--- config.mk ---
export PLATFORM = sky130hd
export DESIGN_NAME = univ_shift_reg_flat
export DESIGN_NICKNAME = d
export VERILOG_FILES = /design/src/rtl/univ_shift_reg_pkg.sv /design/src/rtl/univ_shift_reg_if.sv /design/src/rtl/univ_shift_reg_stage.sv /design/src/rtl/univ_shift_reg.sv /design/src/flat_wrapper.sv
export SDC_FILE = /design/constraint.sdc
export NUM_CORES = 1
export LEC_CHECK = 0
export ABC_AREA = 1
export CELL_PAD_IN_SITES_DETAIL_PLACEMENT = 0
export CELL_PAD_IN_SITES_GLOBAL_PLACEMENT = 2
export CORE_AREA = 10 10 111 113
export CTS_BUF_LIST = sky130_fd_sc_hd__clkbuf_4 sky130_fd_sc_hd__clkbuf_8
export DETAILED_ROUTE_END_ITERATION = 8
export DIE_AREA = 0 0 121 123
export GPL_ROUTABILITY_DRIVEN = 1
export PLACE_DENSITY = 0.87
export SLEW_MARGIN = 20
export SYNTH_ARGS = -nofsm -noshare
export SYNTH_HDL_FRONTEND = slang
export SYNTH_SLANG_ARGS = --single-unit
export TNS_END_PERCENT = 20
--- constraint.sdc ---
create_clock -name clk -period 1.5 [get_ports clk]
set_input_delay 0.15 -clock clk [delete_from_list [all_inputs] [get_ports clk]]
set_output_delay 0.15 -clock clk [all_outputs]
set_load 0.005 [all_outputs]
--- src/rtl/univ_shift_reg_pkg.sv ---
// Shared mode encoding for the universal shift register.
// Optional parity storage elsewhere is enabled with `UNIV_SHREG_PARITY_EN.
package univ_shreg_pkg;

  localparam logic [1:0] ENC_HOLD = 2'b00;
  localparam logic [1:0] ENC_SHUP = 2'b01;
  localparam logic [1:0] ENC_SHDN = 2'b10;
  localparam logic [1:0] ENC_LOAD = 2'b11;

  typedef enum logic [1:0] {
    MODE_HOLD = ENC_HOLD,
    MODE_SHUP = ENC_SHUP,
    MODE_SHDN = ENC_SHDN,
    MODE_LOAD = ENC_LOAD
  } mode_t;

  function automatic int occ_width(input int depth);
    return $clog2(depth + 1);
  endfunction

endpackage

--- src/rtl/univ_shift_reg_if.sv ---
// Bus bundle between a controller and the universal shift register.
// The par_out signal exists only when `UNIV_SHREG_PARITY_EN is defined.
interface univ_shift_reg_if #(
  parameter int WIDTH = 8,
  parameter int DEPTH = 4
);
  localparam int CW = $clog2(DEPTH + 1);

  logic                   en;
  logic [1:0]             mode;
  logic [WIDTH-1:0]       sin_lo;
  logic [WIDTH-1:0]       sin_hi;
  logic [DEPTH*WIDTH-1:0] pin;
  logic [DEPTH*WIDTH-1:0] pout;
  logic [WIDTH-1:0]       sout_hi;
  logic [WIDTH-1:0]       sout_lo;
  logic [CW-1:0]          count;
  logic                   full;
  logic                   empty;
`ifdef UNIV_SHREG_PARITY_EN
  logic [DEPTH-1:0]       par_out;

  modport master (
    output en, mode, sin_lo, sin_hi, pin,
    input  pout, sout_hi, sout_lo, count, full, empty, par_out
  );

  modport slave (
    input  en, mode, sin_lo, sin_hi, pin,
    output pout, sout_hi, sout_lo, count, full, empty, par_out
  );
`else
  modport master (
    output en, mode, sin_lo, sin_hi, pin,
    input  pout, sout_hi, sout_lo, count, full, empty
  );

  modport slave (
    input  en, mode, sin_lo, sin_hi, pin,
    output pout, sout_hi, sout_lo, count, full, empty
  );
`endif

endinterface

--- src/rtl/univ_shift_reg_stage.sv ---
// One word of the shift chain: a 4:1 next-value mux feeding an async-reset flop.
// With `UNIV_SHREG_PARITY_EN a parity bit is captured alongside each written word.
module shreg_stage
  import univ_shreg_pkg::*;
#(
  parameter int WIDTH = 8
) (
  input  logic             clk,
  input  logic             rst_n,
  input  logic             en,
  input  mode_t            mode,
  input  logic [WIDTH-1:0] lo_in,
  input  logic [WIDTH-1:0] hi_in,
  input  logic [WIDTH-1:0] pin_in,
`ifdef UNIV_SHREG_PARITY_EN
  output logic             par_o,
`endif
  output logic [WIDTH-1:0] data_o
);

  logic [WIDTH-1:0] data_d;
  logic [WIDTH-1:0] data_q;

  always_comb begin
    data_d = data_q;
    if (en) begin
      case (mode)
        MODE_SHUP: data_d = lo_in;
        MODE_SHDN: data_d = hi_in;
        MODE_LOAD: data_d = pin_in;
        default:   data_d = data_q;
      endcase
    end
  end

  always_ff @(posedge clk or negedge rst_n) begin
    if (!rst_n) begin
      data_q <= '0;
    end else begin
      data_q <= data_d;
    end
  end

  assign data_o = data_q;

`ifdef UNIV_SHREG_PARITY_EN
  logic par_d;
  logic par_q;

  // Parity of whatever word lands here, so it moves with the word on every shift.
  always_comb begin
    par_d = par_q;
    if (en && (mode != MODE_HOLD)) begin
      par_d = ^data_d;
    end
  end

  always_ff @(posedge clk or negedge rst_n) begin
    if (!rst_n) begin
      par_q <= 1'b0;
    end else begin
      par_q <= par_d;
    end
  end

  assign par_o = par_q;
`endif

endmodule

--- src/rtl/univ_shift_reg.sv ---
// DEPTH-stage shift/load register with saturating occupancy counter.
// Define `UNIV_SHREG_PARITY_EN to add per-stage parity on bus.par_out.
module univ_shift_reg
  import univ_shreg_pkg::*;
#(
  parameter int WIDTH = 8,
  parameter int DEPTH = 4
) (
  input logic              clk,
  input logic              rst_n,
  univ_shift_reg_if.slave  bus
);

  localparam int CW = occ_width(DEPTH);
  localparam logic [CW-1:0] FULL_CNT = CW'(DEPTH);

  mode_t            mode;
  logic [WIDTH-1:0] stage_w [DEPTH];
  logic [WIDTH-1:0] lo_w    [DEPTH];
  logic [WIDTH-1:0] hi_w    [DEPTH];
  logic [DEPTH*WIDTH-1:0] pout_w;
  logic [CW-1:0]    count_d;
  logic [CW-1:0]    count_q;

  assign mode = mode_t'(bus.mode);

`ifdef UNIV_SHREG_PARITY_EN
  logic [DEPTH-1:0] par_w;
`endif

  // Stage 0 is the low end: SHUP feeds it from sin_lo, SHDN feeds the top from sin_hi.
  for (genvar k = 0; k < DEPTH; k++) begin : g_stage
    if (k == 0) begin : g_lo_end
      assign lo_w[k] = bus.sin_lo;
    end else begin : g_lo_mid
      assign lo_w[k] = stage_w[k-1];
    end

    if (k == DEPTH - 1) begin : g_hi_end
      assign hi_w[k] = bus.sin_hi;
    end else begin : g_hi_mid
      assign hi_w[k] = stage_w[k+1];
    end

    shreg_stage #(
      .WIDTH (WIDTH)
    ) u_stage (
      .clk    (clk),
      .rst_n  (rst_n),
      .en     (bus.en),
      .mode   (mode),
      .lo_in  (lo_w[k]),
      .hi_in  (hi_w[k]),
      .pin_in (bus.pin[k*WIDTH +: WIDTH]),
`ifdef UNIV_SHREG_PARITY_EN
      .par_o  (par_w[k]),
`endif
      .data_o (stage_w[k])
    );
  end

  always_comb begin
    pout_w = '0;
    for (int k = 0; k < DEPTH; k++) begin
      pout_w[k*WIDTH +: WIDTH] = stage_w[k];
    end
  end

  // Count follows words moved in or out, saturating at both ends.
  always_comb begin
    count_d = count_q;
    if (bus.en) begin
      case (mode)
        MODE_SHUP: if (count_q != FULL_CNT) count_d = count_q + CW'(1);
        MODE_SHDN: if (count_q != '0)       count_d = count_q - CW'(1);
        MODE_LOAD: count_d = FULL_CNT;
        default:   count_d = count_q;
      endcase
    end
  end

  always_ff @(posedge clk or negedge rst_n) begin
    if (!rst_n) begin
      count_q <= '0;
    end else begin
      count_q <= count_d;
    end
  end

  assign bus.pout    = pout_w;
  assign bus.sout_hi = stage_w[DEPTH-1];
  assign bus.sout_lo = stage_w[0];
  assign bus.count   = count_q;
  assign bus.full    = (count_q == FULL_CNT);
  assign bus.empty   = (count_q == '0);
`ifdef UNIV_SHREG_PARITY_EN
  assign bus.par_out = par_w;
`endif

endmodule

--- src/flat_wrapper.sv ---
// flat-port wrapper written by rule: the top's interface ports become plain ports
module univ_shift_reg_flat import univ_shreg_pkg::*;
#(
  parameter int WIDTH = 8,
  parameter int DEPTH = 4
)
  (clk, rst_n, bus_en, bus_mode, bus_sin_lo, bus_sin_hi, bus_pin, bus_pout, bus_sout_hi, bus_sout_lo, bus_count, bus_full, bus_empty);
  univ_shift_reg_if #(.WIDTH(WIDTH), .DEPTH(DEPTH)) bus_i ();
  input logic clk;
  input logic rst_n;
  input wire logic [$bits(bus_i.en)-1:0] bus_en;
  input wire logic [$bits(bus_i.mode)-1:0] bus_mode;
  input wire logic [$bits(bus_i.sin_lo)-1:0] bus_sin_lo;
  input wire logic [$bits(bus_i.sin_hi)-1:0] bus_sin_hi;
  input wire logic [$bits(bus_i.pin)-1:0] bus_pin;
  output wire logic [$bits(bus_i.pout)-1:0] bus_pout;
  output wire logic [$bits(bus_i.sout_hi)-1:0] bus_sout_hi;
  output wire logic [$bits(bus_i.sout_lo)-1:0] bus_sout_lo;
  output wire logic [$bits(bus_i.count)-1:0] bus_count;
  output wire logic [$bits(bus_i.full)-1:0] bus_full;
  output wire logic [$bits(bus_i.empty)-1:0] bus_empty;
  assign bus_i.en = bus_en;
  assign bus_i.mode = bus_mode;
  assign bus_i.sin_lo = bus_sin_lo;
  assign bus_i.sin_hi = bus_sin_hi;
  assign bus_i.pin = bus_pin;
  assign bus_pout = bus_i.pout;
  assign bus_sout_hi = bus_i.sout_hi;
  assign bus_sout_lo = bus_i.sout_lo;
  assign bus_count = bus_i.count;
  assign bus_full = bus_i.full;
  assign bus_empty = bus_i.empty;
  univ_shift_reg #(.WIDTH(WIDTH), .DEPTH(DEPTH)) u_core (.clk(clk), .rst_n(rst_n), .bus(bus_i));
endmodule
# ---- Word level (Yosys, flattened, before mapping)
# Index checks and enable logic that the tools add are counted.
dict set report classes {
  eq_ne 7
  n_reduce_logical 5
  n_mux 7
  add_sub_neg 2
}
# op n
set op_table {}
lappend op_table {{$pmux 8 s3} 4}
lappend op_table {{$pmux 3 s3} 1}
lappend op_table {{$mux 3} 2}
lappend op_table {{$reduce_bool 3->1} 2}
lappend op_table {{$eq 2x2->1 const B} 2}
lappend op_table {{$ne 2x1->1 const B} 2}
lappend op_table {{$reduce_and 4->1} 1}
lappend op_table {{$add 3x1->3 const B} 1}
lappend op_table {{$eq 3x3->1 const B} 1}
lappend op_table {{$logic_not 3->1} 1}
lappend op_table {{$ne 3x3->1 const B} 1}
lappend op_table {{$sub 3x1->3 const B} 1}
lappend op_table {{$eq 2x1->1 const B} 1}
lappend op_table {{$reduce_and 2->1} 1}
dict set report word_totals {
  inputBits 53
  word_cells 26
  out_inout_bits 53
  regBits 35
}

# ---- Longest topological paths before layout
dict set report depth {
  ltp_word 3
  ltp_mapped 12
  mapped_depth_nobuf 12
}

# ---- Hierarchy
# Synthesis repeated with hierarchy kept, for this count alone.
dict set report unflattened {
  cells_unflattened 344
  hier_area_um2 2413.6
}
# mod area_per_inst_um2 n_inst cells_each
set by_module_without_submodules {}
lappend by_module_without_submodules {shreg_stage 500.5 4 71}
lappend by_module_without_submodules {univ_shift_reg 411.6 1 60}

# ---- Least setup slack after synthesis
# OpenSTA, ideal clock, no wires.
dict set report synth_timing {
  path_type {reg2reg}
  startpoint {register u_core.count_q[1] (netlist: u_core.bus.count[1])}
  endpoint {register u_core.count_q[2] (netlist: u_core.bus.count[2])}
  stages_incl_launch_ff 10
  slack_ns 0.290
  path_buffers 0
  arrival_time_ns 1.093
  cell_sequence {dfrtp_1 xor2_1 inv_1 ha_1 inv_1 nand2_1 nand2_1 nand3_1 nand2_1 nand2_1}
}
dict set report synth_between {
  elab_chain_cells 3
  elab_cells_between_ends 10
  cone_classes {2 x add/sub; 3 x eq/ne; 3 x mux; 2 x reduce/logical}
}
# element line_no
set synth_rtl {}
lappend synth_rtl {{start, declared} univ_shift_reg.sv:23} ;# logic [CW-1:0] count_q;
lappend synth_rtl {{start signal, assigned} univ_shift_reg.sv:86} ;# count_q <= count_d;
lappend synth_rtl {{$sub 3x1->3 (tied with other cells)} univ_shift_reg.sv:75} ;# MODE_SHDN: if (count_q != '0) count_d = count_q - CW'(1);
lappend synth_rtl {{$mux 3 (tied with other cells)} univ_shift_reg.sv:75}
lappend synth_rtl {{$pmux 3 s3 / $reduce_and 4->1 (equally long branches)} -}
# Parallel ways exist; a longest one is shown, timed or not. The select of a mux whose other input is x is not followed.
# A chain may end at the register's enable or synchronous reset.

# ---- Worst setup path in the final report
dict set report layout_timing {
  startpoint {register u_core.g_stage[1].u_stage.data_q[1]}
  endpoint {output port bus_pout[9]}
}
# element line_no
set layout_lines {}
lappend layout_lines {{start, declared} univ_shift_reg_stage.sv:22} ;# logic [WIDTH-1:0] data_q;
lappend layout_lines {{start signal, assigned} univ_shift_reg_stage.sv:40} ;# data_q <= data_d;
lappend layout_lines {{end, declared} flat_wrapper.sv:16} ;# output wire logic [$bits(bus_i.pout)-1:0] bus_pout;
# No word-level cell between the ends.

==> impl_metrics.env <==
export IMPL_status="finished, final reports clean"
export IMPL_fin_crit_sh=0.949
export IMPL_die_area_um2=14900
export IMPL_max_freq_mhz=702
export IMPL_synthToLayoutAreaGrowth_pct=60.9
export IMPL_initial_utilization=0.215
export IMPL_via_per_inst=4.31
export IMPL_cts_sinks=35
export IMPL_cp_max_fo=4
export IMPL_gp_congestion=0.822
export IMPL_grt_antenna_before_repair=0
export IMPL_postLayoutCoreUtil=0.346
export IMPL_postRouteWirelength_um=7810
export IMPL_grt_ovfl_total=0
export IMPL_fin_cells=506
export IMPL_dpl_cell_count=496
export IMPL_grt_pass1_wl_um=11900
export IMPL_wl_per_cell_um=15.4
export IMPL_row_count=37
export IMPL_h_tree_depth=2
export IMPL_vias=2181
export IMPL_fp_coreArea_um2=10100
export IMPL_netlist_instances=271
export IMPL_grtUsageTotal=0.0995
export IMPL_synth_seq_area_share=0.402
export IMPL_drv_cap=0
export IMPL_clk_latency_ns=0.29
export IMPL_yosysWarnings=0
export IMPL_die_x_um=121
export IMPL_irDropWorstVdd_v=0.000527
export IMPL_avgSynthCellArea_um2=8.04
export IMPL_grt_pass1_vias=2155
export IMPL_dieHeight_um=123
export IMPL_setup_tns_ns=0
export IMPL_synth_seq_cells=35
export IMPL_crit_required_ns=1.35
export IMPL_first_pass_iters=4
export IMPL_cp_buffers_inverters=1
export IMPL_dp_hpwl_um=5890
export IMPL_synth_cell_types=17
export IMPL_drc=0
export IMPL_clk_pin_slew_worst_paths_ns=0.08
export IMPL_tightest_slew_ns=0.410
export IMPL_rsz0062_at_grt="no"
export IMPL_power_density_nw_per_um2=1070
export IMPL_numCtsBuffers=5
export IMPL_cts_root_buf="clkbuf_8"
export IMPL_cts_tree="yes"
export IMPL_fin_nets=423
export IMPL_ios=106
export IMPL_end_kind="output pin"
export IMPL_crit_chain="clkdlybuf4s50_1"
export IMPL_drv_slew=0
export IMPL_syn_area_um2=2180
export IMPL_leakage_nw=1.40
export IMPL_port_buffers=105
export IMPL_slowest_delay_ns=0.55
export IMPL_layout_drive_gt1_share=0.135
export IMPL_crit_slowest_cell="clkdlybuf4s50_1"
export IMPL_setup_viol=0
export IMPL_holdWs_ns=0.343
export IMPL_start_kind="register"
export IMPL_fin_crit_ns=1.42
export IMPL_fin_skew_ns=0.00292
export IMPL_path_delay_family="buffers and inverters"
export IMPL_diodes=0
export IMPL_synth_fp_nets=325
export IMPL_hp_class="in2async"
export IMPL_path_class="reg2out"
export IMPL_cp_arrival_ns=1.27
export IMPL_clockBufferDepth=2
export IMPL_drt_initial_drc_count=93
export IMPL_grt_max_degree=51
export IMPL_power_mw=3.74
export IMPL_slew_headroom=0.726
export IMPL_finalHoldViolCount=0
export IMPL_antenna_left=0
-- registers in the layout (all words and copies together), names as in the netlist --
signal / flops
u_core.bus.count: 3
u_core.g_stage.u_stage.data_o: 32
-- kinds of logic (layout without fill, tap and decap cells) --
logic type / Yosys count / in the layout / synth area share
buf+inv: 43 / 142 / 0.125
simple gates: 158 / 158 / 0.280
fa+ha+maj: 1 / 1 / 0.00574
compound gates: 33 / 33 / 0.184
flops: 35 / 35 / 0.402
xor+xnor: 1 / 1 / 0.00402
-- cell usage in the layout, fill, tap and decap left out, types with 2 or more instances in the layout --
cell	count
nand2_1	111
inv_2	2
dfrtp_1	35
inv_1	9
nand3_1	5
clkdlybuf4s50_1	102
nand2_2	4
dlygate4sd2_1	2
a41oi_1	17
clkbuf_8	6
nor2_1	35
a41oi_2	15
buf_12	6
buf_4	10
-- Yosys cell counts --
| cell type | count | area (um^2) |
|---|---|---|
| o21a_2 | 1 | 8.76 |
| ha_1 | 1 | 12.5 |
| dfrtp_1 | 35 | 876 |
| a41oi_1 | 17 | 149 |
| inv_2 | 2 | 7.51 |
| buf_6 | 2 | 22.5 |
| inv_1 | 9 | 33.8 |
| nor2_2 | 1 | 6.26 |
| nand2_2 | 2 | 12.5 |
| buf_2 | 7 | 35.0 |
| a41oi_2 | 15 | 244 |
| nand2_1 | 113 | 424 |
| xor2_1 | 1 | 8.76 |
| nor3_1 | 2 | 10.0 |
| nand3_1 | 5 | 25.0 |
| nor2_1 | 35 | 131 |
| buf_4 | 23 | 173 |
-- area by class of cell --
type,count,area [um^2]
tap,136,170
timing repair buffer,123,1260
fill,1038,6630
clock buffer,6,82.6
sequential,35,876
multi-input combinational,193,1040
clock inverter,2,35.0
inverter,11,41.3
-- worst paths after layout --
kind,start,depth (start not counted),slack [ns],end
hold / removal,rst_n,2,0.34,u_core.g_stage[0].u_stage.data_o[6]
max in group asynchronous,rst_n,3,0.70,u_core.g_stage[1].u_stage.data_o[2]
setup reg to reg,u_core.bus.count[1],11,0.10,u_core.bus.count[2]
hold reg to reg,u_core.g_stage[0].u_stage.data_o[5],2,0.60,u_core.g_stage[0].u_stage.data_o[5]
setup / recovery,u_core.g_stage[1].u_stage.data_o[1],1,0.08,bus_pout[9]
min in group clk,bus_sin_hi[7],3,0.44,u_core.g_stage[3].u_stage.data_o[7]
-- where the power goes --
| group | total, mW | internal [mW] | switching (mW) | leakage [nW] |
|---|---|---|---|---|
| combinational | 1.49 | 0.900 | 0.587 | 0.940 |
| sequential | 1.35 | 1.12 | 0.225 | 0.395 |
| clock | 0.910 | 0.538 | 0.372 | 0.0612 |
| total | 3.74 | 2.56 | 1.18 | 1.40 |
-- per-stage QoR --
stage	instance area, um^2	setup slack, ns
4_1_cts	3490	0.0544
2_1_floorplan	2180	0.290
3_5_place_dp	3360	-0.136
5_1_grt	3510	0.0202
3_3_place_gp	3360	-0.0980
6_report	3510	0.0761
-- timing repair --
item	in CTS	in global routing
pin swaps	0	2
hold endpoints to repair	14	0
hold buffers	1	0
setup buffers	0	1
resized for setup	3	3
endpoints found under the setup margin	2	1
-- routing by layer --
layer | vias up | part of all wire | GRT usage
met5 | - | 0 | 0
met1 | 1019 | 0.47 | 0.131
met4 | 0 | 0.0087 | 0.0256
li1 | 1076 | - | -
met2 | 80 | 0.45 | 0.151
met3 | 6 | 0.069 | 0.0356
Power figures use the tool's default switching activity.
